`src/rtl/fir_coef_loader.sv`:
```
// Runtime FIR coefficient programmer: streams a frame into a shadow bank, then commits it
// atomically to the active bank together with the frame's DC gain.
module fir_coef_loader #(
    parameter int unsigned NTAPS = 24,
    parameter int unsigned CW    = 10,
    parameter int unsigned AW    = 5
) (
    input  logic                        clk,
    input  logic                        rst,
    input  logic                        start,
    input  logic                        cin_valid,
    input  logic signed [CW-1:0]        cin_data,
    output logic                        cin_ready,
    output logic [NTAPS*CW-1:0]         coef_flat,
    output logic                        coef_update,
    output logic signed [CW+AW-1:0]     dc_gain,
    output logic                        busy,
    output logic                        err
);

    typedef enum logic [1:0] {StIdle, StLoad, StSwap} state_e;

    localparam logic [AW-1:0] LastIdx = AW'(NTAPS - 1);

    state_e                    state_q, state_d;
    logic [AW-1:0]             idx_q, idx_d;
    logic signed [CW+AW-1:0]   acc_q, acc_d;
    logic [NTAPS*CW-1:0]       shadow_q, shadow_d;
    logic [NTAPS*CW-1:0]       active_q, active_d;
    logic signed [CW+AW-1:0]   gain_q, gain_d;
    logic                      update_q, update_d;
    logic                      err_q, err_d;
    logic                      busy_q, busy_d;
    logic                      xfer;

    always_comb begin
        state_d   = state_q;
        idx_d     = idx_q;
        acc_d     = acc_q;
        shadow_d  = shadow_q;
        active_d  = active_q;
        gain_d    = gain_q;
        update_d  = 1'b0;
        err_d     = 1'b0;
        cin_ready = (state_q == StLoad);
        xfer      = cin_valid && cin_ready;

        unique case (state_q)
            StIdle: begin
                if (start) begin
                    state_d = StLoad;
                    idx_d   = '0;
                    acc_d   = '0;
                end
            end
            StLoad: begin
                // A restart wins over a same-cycle transfer; that word is dropped.
                if (start) begin
                    err_d = 1'b1;
                    idx_d = '0;
                    acc_d = '0;
                end else if (xfer) begin
                    for (int k = 0; k < NTAPS; k++) begin
                        if (idx_q == AW'(k)) shadow_d[k*CW +: CW] = cin_data;
                    end
                    acc_d = acc_q + {{AW{cin_data[CW-1]}}, cin_data};
                    idx_d = idx_q + 1'b1;
                    if (idx_q == LastIdx) state_d = StSwap;
                end
            end
            StSwap: begin
                active_d = shadow_q;
                gain_d   = acc_q;
                update_d = 1'b1;
                state_d  = StIdle;
            end
            default: state_d = StIdle;
        endcase

        busy_d = (state_d != StIdle);
    end

    always_ff @(posedge clk) begin
        if (rst) begin
            state_q  <= StIdle;
            idx_q    <= '0;
            acc_q    <= '0;
            shadow_q <= '0;
            active_q <= '0;
            gain_q   <= '0;
            update_q <= 1'b0;
            err_q    <= 1'b0;
            busy_q   <= 1'b0;
        end else begin
            state_q  <= state_d;
            idx_q    <= idx_d;
            acc_q    <= acc_d;
            shadow_q <= shadow_d;
            active_q <= active_d;
            gain_q   <= gain_d;
            update_q <= update_d;
            err_q    <= err_d;
            busy_q   <= busy_d;
        end
    end

    assign coef_flat   = active_q;
    assign dc_gain     = gain_q;
    assign coef_update = update_q;
    assign err         = err_q;
    assign busy        = busy_q;

endmodule

```
`config.mk`:
```
export PLATFORM = sky130hd
export DESIGN_NAME = fir_coef_loader
export DESIGN_NICKNAME = d
export VERILOG_FILES = /design/src/rtl/fir_coef_loader.sv
export SDC_FILE = /design/constraint.sdc
export NUM_CORES = 1
export LEC_CHECK = 0
export CAP_MARGIN = 20
export CORE_ASPECT_RATIO = 0.6
export CORE_MARGIN = 2
export CORE_UTILIZATION = 40
export DETAILED_ROUTE_END_ITERATION = 8
export PLACE_DENSITY_LB_ADDON = 0.05
export SLEW_MARGIN = 20
export SYNTH_ARGS = -nofsm -noshare
export SYNTH_HDL_FRONTEND = slang
export SYNTH_SLANG_ARGS = --single-unit
export TNS_END_PERCENT = 100
```
`constraint.sdc`:
```
create_clock -name clk -period 2.6 [get_ports clk]
set_input_delay 0.52 -clock clk [delete_from_list [all_inputs] [get_ports clk]]
set_output_delay 0.52 -clock clk [all_outputs]
set_load 0.05 [all_outputs]
```
==> flow_summary_export.csv, run 1 <==
group,metric,value,unit
run_status,outcome,"finished, final reports clean",
die,die_height,173,um
die,start_util,40.7,%
drt,route.detailed.drc,0,
placed_design,dp.cells,2950,
worst_setup_path,start_kind,"flip-flop",
worst_hold_path,hold_path_depth,2,
sta,relSlewSlack,52.8,%
power,peakVddDrop,410,uV
clock_tree,worstSkewPairLatency,0.57,ns
sta,fin_crit,2.34,ns
power,power_switching,3.44,mW
worst_setup_path,crit_path_end_kind,"output port",
sta,hold_viol_final,0,
drt,highest_layer,"met5",
final_layout,final_core_util,51.7,%
sta,setup-violations-final,0,
worst_setup_path,r2r_slack,0.29,ns
power,leakage,9.06,nW
global_route,grt-ovfl-total,0,
power,clkPwrFrac,45.6,%
drt,route.met2.wl,24300,um
die,die-width,285,um
clock_tree,cts_max_path_buffers,3,
synth,synthTopCellsByArea,"dfxtp_1, mux2i_1, nand2_1",
synth,syn-instance-count,2148,
synth,synth_top_area_share,54.9,%
final_layout,final_nets,2404,
synth,synthArstFlopShare,0,%
clock_tree,post_cts_buffers,0,
worst_setup_path,critPathTopFamily,"buffers and inverters",
power,power.density,648,nW/um2
drt,postRouteWirelength,52900,um
run,cap_viol_max_count,0,
worst_setup_path,crit_arrival,1.82,ns
sta,tightest_slew,0.708,ns
sta,finalCritPeriodShare,90.1,%
power,pwr-share-comb,3.1,%
drt,avgRoutedWirePerCell,17.4,um
sta,finalMaxSlewViolations,0,
sta,rsz0062_at_grt,"false",
die,io_pins,273,
drt,dr.pass1.iters,5,
final_layout,drive_gt1_share,7.43,%
worst_setup_path,cpPeakStageDelay,0.90,ns
worst_hold_path,worstHoldEndpoint,"shadow_q[26]",
global_route,grt_pass1_wl,82200,um
sta,fin_worst_skew,0.0122,ns
final_layout,final_area,24100,um2
synth,syn-cell-area,19000,um2
worst_setup_path,path_buf_inv,1,
power,internal_power,12.2,mW
drt,vias_per_cell,4.90,
worst_setup_path,rr_endpoint,"acc_q[14]",
placed_design,dpl_cell_area,22400,um2
synth,yosys.cell_types.count,48,
clock_tree,ctsHoldBuffers,0,
final_layout,finalNonFillerCells,3041,
global_route,grt_antenna_before_repair,1,
final_layout,syn_to_final_growth,26.9,%
worst_setup_path,crit_chain,"clkdlybuf4s50_1",
drt,vias,14915,
worst_setup_path,crit_type,"flip-flop to output port",
clock_tree,cts_tree,"built",
worst_setup_path,r2r-start,"acc_q[0]",
synth,synth_area_leader_cell,"dfxtp_1",
sta,holdWs,0.385,ns
clock_tree,clock-sinks,520,
worst_hold_path,min_from,"rst",
clock_tree,cts.htree.levels,2,
worst_setup_path,slowest_stage,"clkdlybuf4s50_1",
sta,max_freq,427,MHz
synth,yosysSeqAreaShare,54.9,%
drt,ant_nets,0,
die,fp.dieArea,49200,um2
synth,synth-main-ff-cell,"dfxtp_1",
clock_tree,cts_buffers,48,
clock_tree,path_clk_slew,0.07,ns
synth,synth_edf_count,0,
global_route,grt_usage,20.9,%
placed_design,dpl.hpwl,32700,um
synth,yosys_warnings,0,
drt,drtIter0Drc,890,
clock_tree,cts_resized,0,
placed_design,io_buffers,272,
global_route,grt_max_degree,130,
worst_hold_path,min_path_type,"input pin to flip-flop",
clock_tree,cts_root_buf,"clkbuf_16",
synth,syn_area_per_cell,8.83,um2
synth,syn-num-nets,2182,
final_layout,mostFrequentLayoutCell,"nand2_1",
final_layout,most-common-layout-cells,"nand2_1, dfxtp_1, a21oi_1, clkdlybuf4s50_1, nor2_1",
synth,ys_ff_latch,520,
worst_setup_path,reg2reg_depth,10,
die,coreArea,46600,um2
die,num_rows,61,
global_route,grt_pass1_vias,14490,
placed_design,place.gp.congestion,0.816,
drt,wl_met3,2010,um
power,switching_share,22.0,%
power,seqPwrFrac,51.3,%
drt,wl_met1,25800,um
worst_setup_path,cp.required,2.08,ns
worst_setup_path,cp_max_fo,2,
## cell type report
| cell class | count | area (um2) |
|---|---|---|
| clock inverters | 11 | 72.6 |
| clock buffers | 79 | 1540 |
| diodes | 1 | 2.50 |
| inverters | 10 | 37.5 |
| multi-input cells | 1463 | 7930 |
| flip-flops and latches | 520 | 10400 |
| fillers | 4372 | 22500 |
| repair buffers | 327 | 3280 |
| well taps | 630 | 788 |
## cells in the mapped netlist, drive strengths merged (3+ instances only)
library cell	number
xor2	8
or2	4
nand3	23
clkbuf	131
nor3b	3
o21a	3
a21oi	292
nor2b	7
nor2	251
inv	10
buf	24
nor4	4
a21o	8
nand2	562
nor3	6
o21ai	10
and3	6
ha	19
mux2i	223
or3	5
dfxtp	520
## how the worst max path moves through the flow
stage | endpoint | cells past startpoint | slack, ns | from
after floorplan | acc_q[14] | 11 | 0.005 | cin_data[1]
after global placement | acc_q[14] | 11 | -0.02 | cin_data[0]
after detailed placement | shadow_q[135] | 9 | -0.03 | start
after CTS | coef_flat[16] | 1 | 0.23 | coef_flat[16]
after global routing | acc_q[14] | 10 | 0.02 | acc_q[0]
final | coef_flat[39] | 1 | 0.26 | coef_flat[39]
## state kept, by name, summed over array words and instances (netlist names)
name / count
coef_flat: 240
shadow_q: 240
acc_q: 15
dc_gain: 15
idx_q: 5
state_q: 2
busy: 1
coef_update: 1
err: 1
## power by group through the flow
stage	sequential (mW)	clock [mW]	combinational, mW
floorplan	8.18	0	0.284
global placement	8.17	0	0.481
detailed placement	8.17	0	0.486
CTS	7.99	7.31	0.487
global route	7.99	7.63	0.524
finish	7.99	7.11	0.483
## metrics by stage
stage / TNS (ns) / worst slack [ns] / power [mW]
finish: 0 / 0.257 / 15.6
CTS: 0 / 0.228 / 15.8
detailed placement: -0.0637 / -0.0277 / 8.66
floorplan: 0 / 0.00458 / 8.46
global route: 0 / 0.0209 / 16.1
global placement: -0.0248 / -0.0248 / 8.65
## routing by layer
layer / vias up / track usage [%]
met3: 55 / 3.43
met5: - / 0
met4: 2 / 3.90
met2: 248 / 34.1
li1: 7490 / -
met1: 7120 / 29.4
## cells by family (layout without fill, tap and decap cells)
group	after synthesis	count (layout)	synth area share (%)
muxes	223	223	11.8
buffers and inverters	165	427	3.44
DFF	520	520	54.9
AOI/OAI and AO/OA	330	330	9.16
adders and majority gates	20	20	1.36
and+or+nand+nor	881	881	19.0
other	0	1	0
xor gates and xnor gates	9	9	0.416
Power figures use the tool's default switching activity.
==> run 2: changes to the inputs <==
--- a/config.mk
+++ b/config.mk
@@ -8,9 +8,10 @@
 export CAP_MARGIN = 20
 export CORE_ASPECT_RATIO = 0.6
 export CORE_MARGIN = 2
-export CORE_UTILIZATION = 40
+export CORE_UTILIZATION = 25
 export DETAILED_ROUTE_END_ITERATION = 8
 export PLACE_DENSITY_LB_ADDON = 0.05
+export SKIP_CTS_REPAIR_TIMING = 1
 export SLEW_MARGIN = 20
 export SYNTH_ARGS = -nofsm -noshare
 export SYNTH_HDL_FRONTEND = slang
==> run 2 against run 1 <==
  * Wire length increased by 16%
  * Sequential share of layout area down 1.4 points
  * Clock power rose by 7.7%
  * Critical path type is now flip-flop to flip-flop
  * Largest cell class unchanged
  * Largest power group unchanged
==> flow_summary_export.csv, run 2 (synthesized netlist as in run 1, its figures left out) <==
group,metric,value,unit
global_route,grt-ovfl-total,0,
die,die-width,360,um
sta,finalCritPeriodShare,92.6,%
worst_setup_path,crit_path_end_kind,"flip-flop",
drt,ant_nets,0,
run_status,outcome,"finished, final reports clean",
placed_design,dpl_cell_area,23100,um2
worst_setup_path,cpPeakStageDelay,0.39,ns
sta,tightest_slew,0.687,ns
sta,max_freq,415,MHz
final_layout,finalNonFillerCells,3427,
die,fp.dieArea,78200,um2
final_layout,final_nets,2427,
drt,postRouteWirelength,61500,um
final_layout,mostFrequentLayoutCell,"nand2_1",
sta,hold_viol_final,0,
power,peakVddDrop,451,uV
global_route,grt_usage,15.4,%
worst_setup_path,cp_max_fo,3,
final_layout,syn_to_final_growth,31.0,%
drt,vias,15021,
worst_setup_path,start_kind,"flip-flop",
sta,fin_crit,2.41,ns
worst_setup_path,cp.required,3.10,ns
placed_design,dpl.hpwl,38400,um
clock_tree,cts_max_path_buffers,3,
sta,fin_worst_skew,0.0243,ns
drt,drtIter0Drc,766,
clock_tree,path_clk_slew,0.06,ns
worst_setup_path,slowest_stage,"dfxtp_1",
die,start_util,25.2,%
die,die_height,217,um
worst_setup_path,critPathTopFamily,"compound AO/OA/AOI/OAI gates",
clock_tree,cts_tree,"built",
final_layout,most-common-layout-cells,"nand2_1, dfxtp_1, a21oi_1, clkdlybuf4s50_1, nor2_1",
die,io_pins,273,
clock_tree,cts_buffers,53,
drt,dr.pass1.iters,5,
worst_setup_path,crit_chain,"ha_1 -> inv_1 -> fa_1 -> nor2b_1 -> o2111ai_1 -> a211oi_2 -> o21ai_0 -> o211ai_1 -> o221ai_1 -> nor2b_1",
global_route,grt_pass1_vias,14683,
drt,vias_per_cell,4.38,
worst_hold_path,min_path_type,"input pin to flip-flop",
sta,relSlewSlack,54.2,%
clock_tree,clock-sinks,520,
placed_design,io_buffers,272,
placed_design,dp.cells,3338,
placed_design,place.gp.congestion,0.732,
sta,setup-violations-final,0,
die,num_rows,78,
global_route,grt_antenna_before_repair,4,
run,cap_viol_max_count,0,
clock_tree,cts_root_buf,"clkbuf_16",
final_layout,drive_gt1_share,8.24,%
clock_tree,worstSkewPairLatency,0.62,ns
sta,finalMaxSlewViolations,0,
global_route,grt_max_degree,108,
power,leakage,9.22,nW
drt,avgRoutedWirePerCell,17.9,um
clock_tree,cts.htree.levels,2,
worst_setup_path,crit_arrival,2.90,ns
worst_setup_path,crit_type,"flip-flop to flip-flop",
global_route,grt_pass1_wl,92600,um
drt,route.detailed.drc,0,
die,coreArea,75300,um2
worst_setup_path,path_buf_inv,1,
sta,rsz0062_at_grt,"false",
final_layout,final_area,24800,um2
power,power.density,652,nW/um2
worst_setup_path,cp_common_cell,"nor2b_1",
## run 2: changes by cell type in the layout (fill, tap and decap cells not counted), sizes merged
| cell | previous run | this run |
|---|---|---|
| clkinv | 10 | 8 |
| bufinv | 0 | 2 |
| inv | 10 | 11 |
| clkbuf | 79 | 73 |
| buf | 67 | 85 |
| clkinvlp | 1 | 4 |
## run 2: where the power goes
part	switching (mW)	total, mW	internal, mW
combinational	0.399	0.532	0.134
clock	3.32	7.66	4.34
sequential	0.0144	8.00	7.98
## run 2: area by class of cell
class	count	area [um2]
diodes	1	2.50
clock buffers	73	1550
clock inverters	15	161
fillers	7845	50500
inverters	10	37.5
multi-input cells	1463	7930
flip-flops and latches	520	10400
well taps	1000	1250
repair buffers	345	3500
## run 2: worst paths after layout
kind	start	end	slack, ns	depth (start not counted)
setup / recovery	acc_q[0]	acc_q[14]	0.19	10
hold / removal	cin_data[9]	shadow_q[229]	0.30	3
setup reg to reg	acc_q[0]	acc_q[14]	0.19	10
hold reg to reg	shadow_q[124]	coef_flat[124]	0.45	2
## run 2: worst min-delay path, stage by stage
cell     delay [ns]
buf_2          0.17
mux2i_1        0.10
nor2_1         0.08
## run 2: stage by stage
step	total power, mW	worst slack (ns)	hold slack (ns)	setup TNS (ns)	util, %
2_1_floorplan	8.46	0.00458	0.431	0	-
3_3_place_gp	8.72	-0.0569	0.437	-0.0848	30.7
3_5_place_dp	8.72	-0.0225	0.442	-0.0394	30.7
4_1_cts	16.5	0.133	0.256	0	33.0
5_1_grt	16.9	0.0129	0.284	0	33.0
6_report	16.2	0.193	0.304	0	33.0
## run 2: metal layers
layer	vias to the layer above	global-route usage (%)	part of all wire, %
met4	6	3.11	1.5
met2	225	24.1	44
met1	7161	22.0	51
met3	78	3.00	3.9
met5	-	0	0.067
li1	7551	-	-
==> run 3: changes to the inputs <==
--- a/config.mk
+++ b/config.mk
@@ -7,10 +7,9 @@
 export LEC_CHECK = 0
 export CAP_MARGIN = 20
 export CORE_ASPECT_RATIO = 0.6
-export CORE_MARGIN = 2
+export CORE_MARGIN = 8
 export CORE_UTILIZATION = 25
 export DETAILED_ROUTE_END_ITERATION = 8
-export PLACE_DENSITY_LB_ADDON = 0.05
 export SKIP_CTS_REPAIR_TIMING = 1
 export SLEW_MARGIN = 20
 export SYNTH_ARGS = -nofsm -noshare
==> run 3 against run 2 <==
  * Global-route usage down 2.6 points
  * Wire length decreased by 6.7%
  * Combinational power decreased by 5.3%
  * Flip-flop and latch count stayed put
  * Clock power is 0.7% higher
  * Design area fell by 0.12%
  * Final cell count stayed put
  * Die area increased by 9.0%
  * Sequential share of layout area about the same
  * Utilization hardly changed
  * Via count grew 0.83%
  * Worst hold slack improved by 0.0058 ns
  * Critical path type is now flip-flop to output port
  * Highest routed layer unchanged
==> flow_summary_export.csv, run 3 (synthesized netlist as in run 1, its figures left out) <==
group,metric,value,unit
run_status,outcome,"finished, final reports clean",
worst_setup_path,crit_type,"flip-flop to output port",
clock_tree,cts_tree,"built",
clock_tree,path_clk_slew,0.07,ns
power,switching_share,22.4,%
power,pwr-share-comb,3.1,%
die,die_height,229,um
final_layout,most-common-layout-cells,"nand2_1, dfxtp_1, a21oi_1, clkdlybuf4s50_1, nor2_1",
sta,postLayoutSetupSlackWorst,0.215,ns
worst_setup_path,crit_chain,"clkdlybuf4s50_1",
final_layout,mostFrequentLayoutCell,"nand2_1",
drt,postRouteWirelength,57300,um
global_route,grt_max_degree,138,
final_layout,drive_gt1_share,8.12,%
placed_design,place.gp.congestion,0.758,
drt,ant_nets,0,
die,num_rows,78,
global_route,grt_usage,12.8,%
worst_hold_path,min_path_type,"input pin to flip-flop",
placed_design,pre_cts_ws,-0.0183,ns
clock_tree,cts_max_path_buffers,3,
worst_setup_path,slowest_stage,"clkdlybuf4s50_1",
power,leakage,9.21,nW
sta,tightest_slew,0.800,ns
worst_setup_path,cpPeakStageDelay,0.85,ns
power,seqPwrFrac,49.3,%
global_route,grt_pass1_vias,14290,
drt,avgRoutedWirePerCell,16.7,um
sta,relSlewSlack,46.7,%
die,io_pins,273,
sta,max_freq,419,MHz
sta,rsz0062_at_grt,"false",
drt,route.detailed.drc,0,
die,coreArea,75300,um2
final_layout,final_core_util,32.9,%
power,power.density,654,nW/um2
clock_tree,cts.htree.levels,2,
final_layout,final_nets,2422,
placed_design,io_buffers,272,
sta,setup_tns,0,ns
drt,vias,15145,
worst_setup_path,crit_path_end_kind,"output port",
drt,drtIter0Drc,1135,
worst_setup_path,cp_max_fo,2,
die,fp.dieArea,85200,um2
power,finalPower,16.2,mW
worst_setup_path,crit_arrival,1.86,ns
drt,dr.pass1.iters,5,
worst_setup_path,path_buf_inv,1,
drt,vias_per_cell,4.42,
global_route,grt-ovfl-total,0,
die,start_util,25.2,%
worst_setup_path,cp.required,2.08,ns
clock_tree,cts_buffers,51,
global_route,grt_pass1_wl,86900,um
clock_tree,cts_root_buf,"clkbuf_16",
power,peakVddDrop,422,uV
sta,finalMaxSlewViolations,0,
global_route,grt_antenna_before_repair,6,
power,clkPwrFrac,47.6,%
power,internal_power,12.6,mW
final_layout,syn_to_final_growth,30.8,%
worst_setup_path,critPathTopFamily,"buffers and inverters",
clock_tree,worstSkewPairLatency,0.60,ns
sta,hold_viol_final,0,
clock_tree,clock-sinks,520,
die,die-width,372,um
power,power_switching,3.64,mW
final_layout,n_fill_cell,7927,
sta,setup-violations-final,0,
sta,finalCritPeriodShare,91.7,%
run,cap_viol_max_count,0,
worst_setup_path,start_kind,"flip-flop",
placed_design,dpl.hpwl,36500,um
sta,fin_worst_skew,0.0185,ns
sta,fin_crit,2.38,ns
run 3: changes by cell type in the layout (fill, tap and decap cells not counted), moves of 2 or more:
cell	change
buf_12	-2
bufinv_16	+4
clkbuf_1	+4
clkbuf_16	-2
clkbuf_8	-6
clkinv_4	+4
clkinv_8	-2
clkinvlp_4	-3
inv_6	+4
run 3: worst paths after layout:
path | slack (ns) | cells after the start | start | to
max | 0.22 | 1 | coef_flat[9] | coef_flat[9]
min | 0.31 | 2 | rst | shadow_q[228]
max reg2reg | 0.27 | 10 | acc_q[0] | acc_q[14]
min reg2reg | 0.44 | 2 | shadow_q[191] | coef_flat[191]
run 3: area by class of cell:
type,count,area (um2),share of cell area [%]
sequential,520,10400,42.0
multi-input combinational,1463,7930,32.0
timing repair buffer,342,3450,13.9
clock buffer,69,1430,5.78
tap,1000,1250,5.04
clock inverter,21,292,1.18
inverter,10,37.5,0.151
antenna,2,5.00,0.0202
run 3: power groups by stage:
stage	sequential (mW)	combinational, mW	clock [mW]
after CTS	8.00	0.509	7.98
after detailed placement	8.18	0.508	0
after global routing	7.99	0.545	8.29
after global placement	8.18	0.509	0
final	8.00	0.504	7.71
after floorplan	8.18	0.284	0
run 3: through the flow:
step / std cells / area [um2] / hold WS [ns]
floorplan: 2148 / 19000 / 0.431
global placement: 3335 / 23100 / 0.439
detailed placement: 3335 / 23100 / 0.442
CTS: 3425 / 24800 / 0.257
global route: 3426 / 24800 / 0.286
finish: 3427 / 24800 / 0.309
run 3: routing by layer:
metal / routed length [um] / vias up / share of wire, % / track usage (%)
met5: 48 / - / 0.084 / 0
met4: 895 / 8 / 1.6 / 2.72
met3: 3630 / 76 / 6.3 / 3.21
met2: 24300 / 302 / 42 / 19.1
met1: 28400 / 7205 / 50 / 18.6
li1: - / 7554 / - / -
